--- src/rtl/line_req_arbiter_if.sv ---
// Cache-line request/response bundle between a requester and the
// arbiter, and between the arbiter and the downstream memory port.
interface line_req_arbiter_if #(
  parameter int AWIDTH = 32,
  parameter int LWIDTH = 128,
  parameter int MWIDTH = LWIDTH / 8
);
  logic              wstart_rq;
  logic [AWIDTH-1:0] win_addr;
  logic [LWIDTH-1:0] in_wdata;
  logic [MWIDTH-1:0] in_mask;
  logic              finish_wresp;
  logic              rstart_rq;
  logic [AWIDTH-1:0] rin_addr;
  logic [LWIDTH-1:0] rdat_m_data;
  logic              rdat_m_valid;
  logic              finish_mrd;

  modport master (
    output wstart_rq, win_addr, in_wdata, in_mask,
    output rstart_rq, rin_addr,
    input  finish_wresp, rdat_m_data,
    input  rdat_m_valid, finish_mrd
  );

  modport slave (
    input  wstart_rq, win_addr, in_wdata, in_mask,
    input  rstart_rq, rin_addr,
    output finish_wresp, rdat_m_data,
    output rdat_m_valid, finish_mrd
  );
endinterface

--- src/rtl/line_req_arbiter.sv ---
// Round-robin arbiter sharing one cache-line memory port between
// the D-cache line engine (r0) and the UART loader (r1).
module line_req_arbiter #(
  parameter int AWIDTH = 32,
  parameter int LWIDTH = 128,
  parameter int MWIDTH = LWIDTH / 8
) (
  input  logic               clk,
  input  logic               rst_n,
  line_req_arbiter_if.slave  r0,
  line_req_arbiter_if.slave  r1,
  line_req_arbiter_if.master m,
  output logic               busy,
  output logic               grant_id,
  output logic               proto_err
);
  typedef enum logic [1:0] {IDLE, ISSUE, WAIT_W, WAIT_R} state_e;
  state_e state_q, state_d;

  logic [1:0]             wreq, rreq;
  logic [1:0][AWIDTH-1:0] waddr_in, raddr_in;
  logic [1:0][LWIDTH-1:0] wdata_in;
  logic [1:0][MWIDTH-1:0] wmask_in;

  assign wreq     = {r1.wstart_rq, r0.wstart_rq};
  assign rreq     = {r1.rstart_rq, r0.rstart_rq};
  assign waddr_in = {r1.win_addr, r0.win_addr};
  assign raddr_in = {r1.rin_addr, r0.rin_addr};
  assign wdata_in = {r1.in_wdata, r0.in_wdata};
  assign wmask_in = {r1.in_mask, r0.in_mask};

  logic [1:0]             wp_q, wp_d, rp_q, rp_d;
  logic [1:0][AWIDTH-1:0] waddr_q, raddr_q;
  logic [1:0][LWIDTH-1:0] wdata_q;
  logic [1:0][MWIDTH-1:0] wmask_q;

  logic              grant_q, grant_d, wr_q, wr_d;
  logic              busy_q, busy_d, err_q, err_d;
  logic              settle_q, settle_d;
  logic              mws_q, mws_d, mrs_q, mrs_d;
  logic [AWIDTH-1:0] mwa_q, mwa_d, mra_q, mra_d;
  logic [LWIDTH-1:0] mwd_q, mwd_d;
  logic [MWIDTH-1:0] mwm_q, mwm_d;
  logic [1:0]        fw_q, fw_d, fr_q, fr_d, rv_q, rv_d;
  logic [1:0][LWIDTH-1:0] rd_q, rd_d;

  logic [1:0] has, clr_w, clr_r, ld_w, ld_r;
  logic       sel, sel_w, go, drop;
  logic       fin_w, fin_r, val_r;

  // settle_q holds off a new issue for one cycle after each finish
  assign has   = wp_q | rp_q;
  assign sel   = (&has) ? ~grant_q : has[1];
  assign sel_w = wp_q[sel];
  assign go    = (state_q == IDLE) && (|has) && !settle_q;
  assign fin_w = (state_q == WAIT_W) && m.finish_wresp;
  assign fin_r = (state_q == WAIT_R) && m.finish_mrd;
  assign val_r = (state_q == WAIT_R) && m.rdat_m_valid;

  always_comb begin
    clr_w = '0;
    clr_r = '0;
    if (state_q == ISSUE) begin
      clr_w[grant_q] = wr_q;
      clr_r[grant_q] = ~wr_q;
    end
    ld_w = wreq & (~wp_q | clr_w);
    ld_r = rreq & (~rp_q | clr_r);
    drop = (|(wreq & ~ld_w)) | (|(rreq & ~ld_r));
    wp_d = (wp_q & ~clr_w) | ld_w;
    rp_d = (rp_q & ~clr_r) | ld_r;
  end

  always_ff @(posedge clk) begin
    if (!rst_n) state_q <= IDLE;
    else        state_q <= state_d;
  end

  always_comb begin
    state_d = state_q;
    unique case (state_q)
      IDLE:    if (go) state_d = ISSUE;
      ISSUE:   state_d = wr_q ? WAIT_W : WAIT_R;
      WAIT_W:  if (m.finish_wresp) state_d = IDLE;
      WAIT_R:  if (m.finish_mrd) state_d = IDLE;
      default: state_d = IDLE;
    endcase
  end

  always_comb begin
    mws_d   = go & sel_w;
    mrs_d   = go & ~sel_w;
    grant_d = go ? sel : grant_q;
    wr_d    = go ? sel_w : wr_q;
    mwa_d   = mwa_q;
    mwd_d   = mwd_q;
    mwm_d   = mwm_q;
    mra_d   = mra_q;
    if (mws_d) begin
      mwa_d = waddr_q[sel];
      mwd_d = wdata_q[sel];
      mwm_d = wmask_q[sel];
    end
    if (mrs_d) mra_d = raddr_q[sel];
    fw_d = '0;
    fr_d = '0;
    rv_d = '0;
    rd_d = '0;
    fw_d[grant_q] = fin_w;
    fr_d[grant_q] = fin_r;
    rv_d[grant_q] = val_r;
    if (val_r) rd_d[grant_q] = m.rdat_m_data;
    busy_d   = (state_d != IDLE);
    settle_d = fin_w | fin_r;
    err_d    = err_q | drop
             | (m.finish_wresp & (state_q != WAIT_W))
             | ((m.finish_mrd | m.rdat_m_valid)
                & (state_q != WAIT_R));
  end

  always_ff @(posedge clk) begin
    if (!rst_n) begin
      wp_q     <= '0;
      rp_q     <= '0;
      waddr_q  <= '0;
      raddr_q  <= '0;
      wdata_q  <= '0;
      wmask_q  <= '0;
      grant_q  <= 1'b0;
      wr_q     <= 1'b0;
      busy_q   <= 1'b0;
      err_q    <= 1'b0;
      settle_q <= 1'b0;
      mws_q    <= 1'b0;
      mrs_q    <= 1'b0;
      mwa_q    <= '0;
      mwd_q    <= '0;
      mwm_q    <= '0;
      mra_q    <= '0;
      fw_q     <= '0;
      fr_q     <= '0;
      rv_q     <= '0;
      rd_q     <= '0;
    end else begin
      wp_q <= wp_d;
      rp_q <= rp_d;
      for (int i = 0; i < 2; i++) begin
        if (ld_w[i]) begin
          waddr_q[i] <= waddr_in[i];
          wdata_q[i] <= wdata_in[i];
          wmask_q[i] <= wmask_in[i];
        end
        if (ld_r[i]) raddr_q[i] <= raddr_in[i];
      end
      grant_q  <= grant_d;
      wr_q     <= wr_d;
      busy_q   <= busy_d;
      err_q    <= err_d;
      settle_q <= settle_d;
      mws_q    <= mws_d;
      mrs_q    <= mrs_d;
      mwa_q    <= mwa_d;
      mwd_q    <= mwd_d;
      mwm_q    <= mwm_d;
      mra_q    <= mra_d;
      fw_q     <= fw_d;
      fr_q     <= fr_d;
      rv_q     <= rv_d;
      rd_q     <= rd_d;
    end
  end

  assign m.wstart_rq     = mws_q;
  assign m.win_addr      = mwa_q;
  assign m.in_wdata      = mwd_q;
  assign m.in_mask       = mwm_q;
  assign m.rstart_rq     = mrs_q;
  assign m.rin_addr      = mra_q;
  assign r0.finish_wresp = fw_q[0];
  assign r1.finish_wresp = fw_q[1];
  assign r0.finish_mrd   = fr_q[0];
  assign r1.finish_mrd   = fr_q[1];
  assign r0.rdat_m_valid = rv_q[0];
  assign r1.rdat_m_valid = rv_q[1];
  assign r0.rdat_m_data  = rd_q[0];
  assign r1.rdat_m_data  = rd_q[1];
  assign busy            = busy_q;
  assign grant_id        = grant_q;
  assign proto_err       = err_q;
endmodule

--- src/flat_wrapper.sv ---
// flat-port wrapper written by rule: the top's interface ports become plain ports
module line_req_arbiter_flat 
#(
  parameter int AWIDTH = 32,
  parameter int LWIDTH = 128,
  parameter int MWIDTH = LWIDTH / 8
)
  (clk, rst_n, busy, grant_id, proto_err, r0_wstart_rq, r0_win_addr, r0_in_wdata, r0_in_mask, r0_rstart_rq, r0_rin_addr, r0_finish_wresp, r0_rdat_m_data, r0_rdat_m_valid, r0_finish_mrd, r1_wstart_rq, r1_win_addr, r1_in_wdata, r1_in_mask, r1_rstart_rq, r1_rin_addr, r1_finish_wresp, r1_rdat_m_data, r1_rdat_m_valid, r1_finish_mrd, m_wstart_rq, m_win_addr, m_in_wdata, m_in_mask, m_rstart_rq, m_rin_addr, m_finish_wresp, m_rdat_m_data, m_rdat_m_valid, m_finish_mrd);
  line_req_arbiter_if #(.AWIDTH(AWIDTH), .LWIDTH(LWIDTH), .MWIDTH(MWIDTH)) r0_i ();
  line_req_arbiter_if #(.AWIDTH(AWIDTH), .LWIDTH(LWIDTH), .MWIDTH(MWIDTH)) r1_i ();
  line_req_arbiter_if #(.AWIDTH(AWIDTH), .LWIDTH(LWIDTH), .MWIDTH(MWIDTH)) m_i ();
  input  logic clk;
  input  logic rst_n;
  output logic busy;
  output logic grant_id;
  output logic proto_err;
  input wire logic [$bits(r0_i.wstart_rq)-1:0] r0_wstart_rq;
  input wire logic [$bits(r0_i.win_addr)-1:0] r0_win_addr;
  input wire logic [$bits(r0_i.in_wdata)-1:0] r0_in_wdata;
  input wire logic [$bits(r0_i.in_mask)-1:0] r0_in_mask;
  input wire logic [$bits(r0_i.rstart_rq)-1:0] r0_rstart_rq;
  input wire logic [$bits(r0_i.rin_addr)-1:0] r0_rin_addr;
  output wire logic [$bits(r0_i.finish_wresp)-1:0] r0_finish_wresp;
  output wire logic [$bits(r0_i.rdat_m_data)-1:0] r0_rdat_m_data;
  output wire logic [$bits(r0_i.rdat_m_valid)-1:0] r0_rdat_m_valid;
  output wire logic [$bits(r0_i.finish_mrd)-1:0] r0_finish_mrd;
  input wire logic [$bits(r1_i.wstart_rq)-1:0] r1_wstart_rq;
  input wire logic [$bits(r1_i.win_addr)-1:0] r1_win_addr;
  input wire logic [$bits(r1_i.in_wdata)-1:0] r1_in_wdata;
  input wire logic [$bits(r1_i.in_mask)-1:0] r1_in_mask;
  input wire logic [$bits(r1_i.rstart_rq)-1:0] r1_rstart_rq;
  input wire logic [$bits(r1_i.rin_addr)-1:0] r1_rin_addr;
  output wire logic [$bits(r1_i.finish_wresp)-1:0] r1_finish_wresp;
  output wire logic [$bits(r1_i.rdat_m_data)-1:0] r1_rdat_m_data;
  output wire logic [$bits(r1_i.rdat_m_valid)-1:0] r1_rdat_m_valid;
  output wire logic [$bits(r1_i.finish_mrd)-1:0] r1_finish_mrd;
  output wire logic [$bits(m_i.wstart_rq)-1:0] m_wstart_rq;
  output wire logic [$bits(m_i.win_addr)-1:0] m_win_addr;
  output wire logic [$bits(m_i.in_wdata)-1:0] m_in_wdata;
  output wire logic [$bits(m_i.in_mask)-1:0] m_in_mask;
  output wire logic [$bits(m_i.rstart_rq)-1:0] m_rstart_rq;
  output wire logic [$bits(m_i.rin_addr)-1:0] m_rin_addr;
  input wire logic [$bits(m_i.finish_wresp)-1:0] m_finish_wresp;
  input wire logic [$bits(m_i.rdat_m_data)-1:0] m_rdat_m_data;
  input wire logic [$bits(m_i.rdat_m_valid)-1:0] m_rdat_m_valid;
  input wire logic [$bits(m_i.finish_mrd)-1:0] m_finish_mrd;
  assign r0_i.wstart_rq = r0_wstart_rq;
  assign r0_i.win_addr = r0_win_addr;
  assign r0_i.in_wdata = r0_in_wdata;
  assign r0_i.in_mask = r0_in_mask;
  assign r0_i.rstart_rq = r0_rstart_rq;
  assign r0_i.rin_addr = r0_rin_addr;
  assign r0_finish_wresp = r0_i.finish_wresp;
  assign r0_rdat_m_data = r0_i.rdat_m_data;
  assign r0_rdat_m_valid = r0_i.rdat_m_valid;
  assign r0_finish_mrd = r0_i.finish_mrd;
  assign r1_i.wstart_rq = r1_wstart_rq;
  assign r1_i.win_addr = r1_win_addr;
  assign r1_i.in_wdata = r1_in_wdata;
  assign r1_i.in_mask = r1_in_mask;
  assign r1_i.rstart_rq = r1_rstart_rq;
  assign r1_i.rin_addr = r1_rin_addr;
  assign r1_finish_wresp = r1_i.finish_wresp;
  assign r1_rdat_m_data = r1_i.rdat_m_data;
  assign r1_rdat_m_valid = r1_i.rdat_m_valid;
  assign r1_finish_mrd = r1_i.finish_mrd;
  assign m_wstart_rq = m_i.wstart_rq;
  assign m_win_addr = m_i.win_addr;
  assign m_in_wdata = m_i.in_wdata;
  assign m_in_mask = m_i.in_mask;
  assign m_rstart_rq = m_i.rstart_rq;
  assign m_rin_addr = m_i.rin_addr;
  assign m_i.finish_wresp = m_finish_wresp;
  assign m_i.rdat_m_data = m_rdat_m_data;
  assign m_i.rdat_m_valid = m_rdat_m_valid;
  assign m_i.finish_mrd = m_finish_mrd;
  line_req_arbiter #(.AWIDTH(AWIDTH), .LWIDTH(LWIDTH), .MWIDTH(MWIDTH)) u_core (.clk(clk), .rst_n(rst_n), .r0(r0_i), .r1(r1_i), .m(m_i), .busy(busy), .grant_id(grant_id), .proto_err(proto_err));
endmodule
--- config.mk ---
export PLATFORM = sky130hd
export DESIGN_NAME = line_req_arbiter_flat
export DESIGN_NICKNAME = d
export VERILOG_FILES = /design/src/rtl/line_req_arbiter_if.sv /design/src/rtl/line_req_arbiter.sv /design/src/flat_wrapper.sv
export SDC_FILE = /design/constraint.sdc
export NUM_CORES = 2
export LEC_CHECK = 0
export ABC_AREA = 1
export CAP_MARGIN = 20
export CORE_AREA = 2 2 401 403
export CTS_BUF_LIST = sky130_fd_sc_hd__clkbuf_8
export CTS_CLUSTER_DIAMETER = 200
export CTS_CLUSTER_SIZE = 14
export DETAILED_ROUTE_END_ITERATION = 12
export DIE_AREA = 0 0 403 405
export GPL_TIMING_DRIVEN = 0
export PLACE_DENSITY = 0.45
export SLEW_MARGIN = 40
export SYNTH_ARGS = -nofsm -noshare
export SYNTH_HDL_FRONTEND = slang
export SYNTH_SLANG_ARGS = --single-unit
--- constraint.sdc ---
create_clock -name clk -period 2.6 [get_ports clk]
set_clock_uncertainty 0.05 [all_clocks]
set_input_delay 0.78 -clock clk [delete_from_list [all_inputs] [get_ports clk]]
set_output_delay 0.78 -clock clk [all_outputs]
set_load 0.005 [all_outputs]
# Word-level counts from Yosys, hierarchy flattened
# Cells that the tools add are included.
[classes] addsub=0 multipliers=0 n_div=0 order_cmp=3 n_eq_ne=5 shift=0 n_mux=22 bitwise=36 n_reduce_logical=14
[op_table] op="$mux 128" count=3
[op_table] op="$and 256x256->256" count=1
[op_table] op="$demux 128 s1" count=1
[op_table] op="$mux 32" count=4
[op_table] op="$mux 16" count=2
[op_table] op="$and 2x2->2" count=11
[op_table] op="$not 2->2" count=6
[op_table] op="$mux 2" count=5
[op_table] op="$or 2x2->2" count=5
[op_table] op="$pmux 2 s4" count=1
[op_table] op="$logic_and 1x1->1" count=6
[op_table] op="$or 1x1->1" count=6
[op_table] op="$reduce_or 2->1" count=3
[op_table] op="$mux 1" count=5
[op_table] op="$and 1x1->1" count=4
[op_table] op="$eq 2x2->1 const B" count=2
[op_table] op="$lt 1x2->1 const B" count=2
[op_table] op="$ne 2x2->1 const B" count=2
[op_table] op="$reduce_and 2->1" count=2
[op_table] op="$not 1->1" count=3
[op_table] op="$eq 2x1->1 const B" count=1
[op_table] op="$logic_not 2->1" count=1
[op_table] op="$reduce_bool 2->1" count=1
[op_table] op="$demux 1 s1" count=1
[op_table] op="2 further kinds" count=2
[totals] reg_bits=899 latchBits=0 ram_bits=0 romBits=0 in_bits=553 out_inout_bits=475 wordCells=107 memories=0

# Longest topological paths before layout
[depth] depth_word=15 mapped_depth=11 ltp_nobuf=9

# Least setup slack after synthesis
# No wires, ideal clock.
[synth_timing] path_type="input -> register" startpoint="in rst_n" endpoint="reg u_core.wmask_q[30] in the netlist's numbering" setup_time_ns=0.065 arrival_time_ns=1.746 required_ns=2.485 path_slack_ns=0.739 path_stages=5 n_path_buf=3 cell_sequence="clkbuf_1 clkbuf_1 buf_1 o21ai_1 nor2_1"
[synth_rtl] item="start: declaration" line="flat_wrapper.sv:13" rtl="input logic rst_n;"
[synth_rtl] item="end signal: indexed assignment" line="line_req_arbiter.sv:151" rtl="wmask_q[i] <= wmask_in[i];"
[synth_rtl] item="end: declaration" line="line_req_arbiter.sv:35" rtl="logic [1:0][MWIDTH-1:0] wmask_q;"

# Final worst setup path
[layout_timing] startpoint="in m_rdat_m_valid" endpoint="reg u_core.rd_q, in the netlist u_core.r1.rdat_m_data[65]"
[layout_between] elab_chain_len=2
[layout_rtl] item="start: declaration" line="flat_wrapper.sv:45" rtl="input wire logic [$bits(m_i.rdat_m_valid)-1:0] m_rdat_m_valid;"
[layout_rtl] item="$logic_and 1x1->1" line="line_req_arbiter.sv:58" rtl="assign val_r = (state_q == WAIT_R) && m.rdat_m_valid;"
[layout_rtl] item="$reduce_and 2->1 (no line)"
[layout_rtl] item="end signal: assignment" line="line_req_arbiter.sv:169" rtl="rd_q <= rd_d;"
[layout_rtl] item="end: declaration" line="line_req_arbiter.sv:45" rtl="logic [1:0][LWIDTH-1:0] rd_q, rd_d;"
# Every way passes these cells.
# A chain may end at the register's enable or synchronous reset.

==> impl_metrics.json <==
{
  "fin_nets": 6173,
  "min_to": "u_core.m.rin_addr[1]$_SDFFE_PN0P_",
  "gp_congestion": 0.8793,
  "synth_cell_types": 18,
  "fmax_mhz": 368.9,
  "yosysWarnings": 0,
  "path_max_fanout": 10,
  "timing.rr.start": "u_core.state_q[1]$_SDFF_PN0_",
  "drt-initial-drc-count": 1484,
  "firstDrtPassIters": 5,
  "worstPathRequired_ns": 3.24,
  "hold_violations": 0,
  "n_fill_cell": 17750,
  "path_class": "primary input to flop",
  "vias": 31240,
  "stdcell_area_um2": 46510,
  "syn_to_final_growth_pct": 43.37,
  "wl_per_cell_um": 20.30,
  "h-tree-depth": 3,
  "dieWidth_um": 403,
  "cts_tree": "built",
  "synth_cells": 4513,
  "setup_slack_ns": -0.1105,
  "finalSetupViolCount": 34,
  "report.final.slew_viol_count": 0,
  "status": "finished, violations left",
  "multi_input_area_um2": 11990,
  "rows": 147,
  "drcViolationCount": 0,
  "min_path_type": "flop to flop",
  "synth_top_area_cell": "dfxtp_1",
  "ir_drop_uv": 375.2,
  "yosysSeqAreaShare_pct": 55.48,
  "netlist_area_um2": 32440,
  "grt.total_usage_pct": 18.63,
  "io_pins": 1028,
  "final_cells": 7743,
  "antenna_found_initial": 68,
  "powerDensity_nw_per_um2": 637.4,
  "failed_checks": "setup timing",
  "final_common_cell": "nor2_1",
  "reg2reg_slack_ns": 0.01,
  "die_y_um": 405,
  "vias_per_cell": 4.034,
  "grt_pass1_wl_um": 218300,
  "cap_violations": 0,
  "final_util_pct": 29.20,
  "port-buffer-count": 1027,
  "synth_top_area_share_pct": 55.48,
  "core_area_um2": 159300,
  "clk_pin_slew_ns": 0.10,
  "wirelength_um": 157200,
  "leakagePower_uw": 0.02175,
  "slew_headroom_pct": 49.52,
  "cts_buffers": 74,
  "post-route-min-period_ns": 2.711,
  "dieArea_um2": 163200,
  "seqCellArea_um2": 18120,
  "cp-end-kind": "flop",
  "r2r_end": "u_core.r1.rdat_m_data[65]$_SDFF_PN0_",
  "whs_path_depth": 2,
  "ys_top_cells_by_area": "dfxtp_1 55%, nor2_1 17%, nand2_1 12%",
  "detailed_place.area_um2": 45430,
  "setup.worst_path.start_class": "primary input",
  "final_cell_mix": "1460 x nor2_1, 994 x nand2_1, 813 x dfxtp_1, 761 x clkdlybuf4s50_1, 421 x o21ai_0",
  "ant_nets": 0,
  "syn_nets": 5066,
  "worst_slew_pin_slew_ns": 0.7544,
  "grt_max_degree": 15,
  "r2r_cells": 8,
  "worstSkewPairLatency_ns": 0.79,
  "cts.sinks": 899,
  "gr-total-overflow": 0,
  "grt_pass1_vias": 31030,
  "cts_root_buf": "clkbuf_8",
  "start_util_pct": 20.37,
  "crit_arrival_ns": 3.35,
  "cts.path.max_buffers": 3,
  "min_from": "u_core.m.rin_addr[1]$_SDFFE_PN0P_",
  "postSynthAreaPerCell_um2": 7.188,
  "dp_hpwl_um": 127100,
  "postSynthRegisterBits": 899,
  "placed_cells": 7629,
  "period_share_pct": 104.3,
  "drive_gt1_share_pct": 5.368
}
## per-layer routing
metal,share of wire [%],track usage [%]
met3,6.8,5.167
met4,3.3,7.484
met1,38,20.31
met5,0.24,0
met2,51,33.85
## worst max-delay path, stage by stage
cell,delay [ns]
clkdlybuf4s50_1,0.56
inv_1,0.06
nor2_1,0.10
inv_1,0.09
nor2_1,0.55
inv_1,0.19
clkbuf_2,0.36
clkbuf_2,0.41
nor2_1,0.21
## per-stage QoR
step,setup TNS [ns],total power (µW),hold WS (ns),worst slack (ns)
global route,-0.003583,31410,0.3953,-0.002792
detailed placement,-678.64,22620,0.4113,-1.116
floorplan,0,18760,0.4054,0.7393
CTS,0,30230,0.3222,0.0008880
global placement,-966.27,22570,0.4089,-1.847
finish,-1.238,29650,0.4211,-0.1105
## worst max-delay path by stage
| stage | startpoint | endpoint | slack (ns) | cells after the start |
|---|---|---|---|---|
| 4_1_cts | u_core.r0.rdat_m_data[87]$_SDFF_PN0_ | r0_rdat_m_data[87] | 0.0009 | 1 |
| 5_1_grt | u_core.state_q[1]$_SDFF_PN0_ | u_core.r1.rdat_m_data[65]$_SDFF_PN0_ | -0.003 | 8 |
| 6_report | m_rdat_m_valid | u_core.r1.rdat_m_data[65]$_SDFF_PN0_ | -0.11 | 9 |
| 3_3_place_gp | rst_n | u_core.wdata_q[130]$_SDFFE_PN0P_ | -1.85 | 6 |
| 2_1_floorplan | rst_n | u_core.wmask_q[30]$_SDFFE_PN0P_ | 0.74 | 5 |
| 3_5_place_dp | m_rdat_m_valid | u_core.r0.rdat_m_data[23]$_SDFF_PN0_ | -1.12 | 9 |
## Yosys cell counts
cell type  instances
nor2_1          1461
nand2_1          996
dfxtp_1          899
o21ai_0          422
inv_1            326
clkbuf_1         175
buf_2             83
nand3_1           74
nand4_1           32
buf_1             16
buf_4             13
a21oi_1            7
clkinv_1           3
o21ai_1            2
a21oi_2            1
clkbuf_2           1
nor2_2             1
o21ai_2            1
## cells by family after synthesis
kind of cell	Yosys count	synth area share, %
buf+inv	617	7.613
compound gates	433	6.703
flops	899	55.48
simple gates	2564	30.21
## where the power goes
| part | total (µW) | switching, µW | internal [µW] | leakage, µW |
|---|---|---|---|---|
| registers | 15500 | 619 | 14900 | 0.00741 |
| logic | 6490 | 3850 | 2640 | 0.0138 |
| clock network | 7660 | 5040 | 2630 | 0.000567 |
## sequential cells by signal, summed over array words and instances (netlist names), 2 cells and up
signal	flops
u_core.fr_q	2
u_core.fw_q	2
u_core.m.in_mask	16
u_core.m.in_wdata	128
u_core.m.rin_addr	32
u_core.m.win_addr	32
u_core.r0.rdat_m_data	128
u_core.r1.rdat_m_data	128
u_core.raddr_q	64
u_core.rp_q	2
u_core.rv_q	2
u_core.state_q	2
u_core.waddr_q	64
u_core.wdata_q	256
u_core.wmask_q	32
u_core.wp_q	2
## area by class of cell
type	instances	share of cell area [%]
inverter	329	2.663
clock inverter	8	0.1883
clock buffer	74	2.190
buffer	288	2.798
sequential	899	38.97
antenna	31	0.1668
timing repair buffer	1031	21.63
tap	2086	5.611
multi-input combinational	2997	25.79
## what timing repair did
action                                  in CTS  in global routing
gates resized for setup                    391                 19
hold buffers                                 0                  0
endpoints found under the setup margin     892                 96
buffers inserted                             1                  0
No activity file was read; power rests on OpenSTA's default activity.
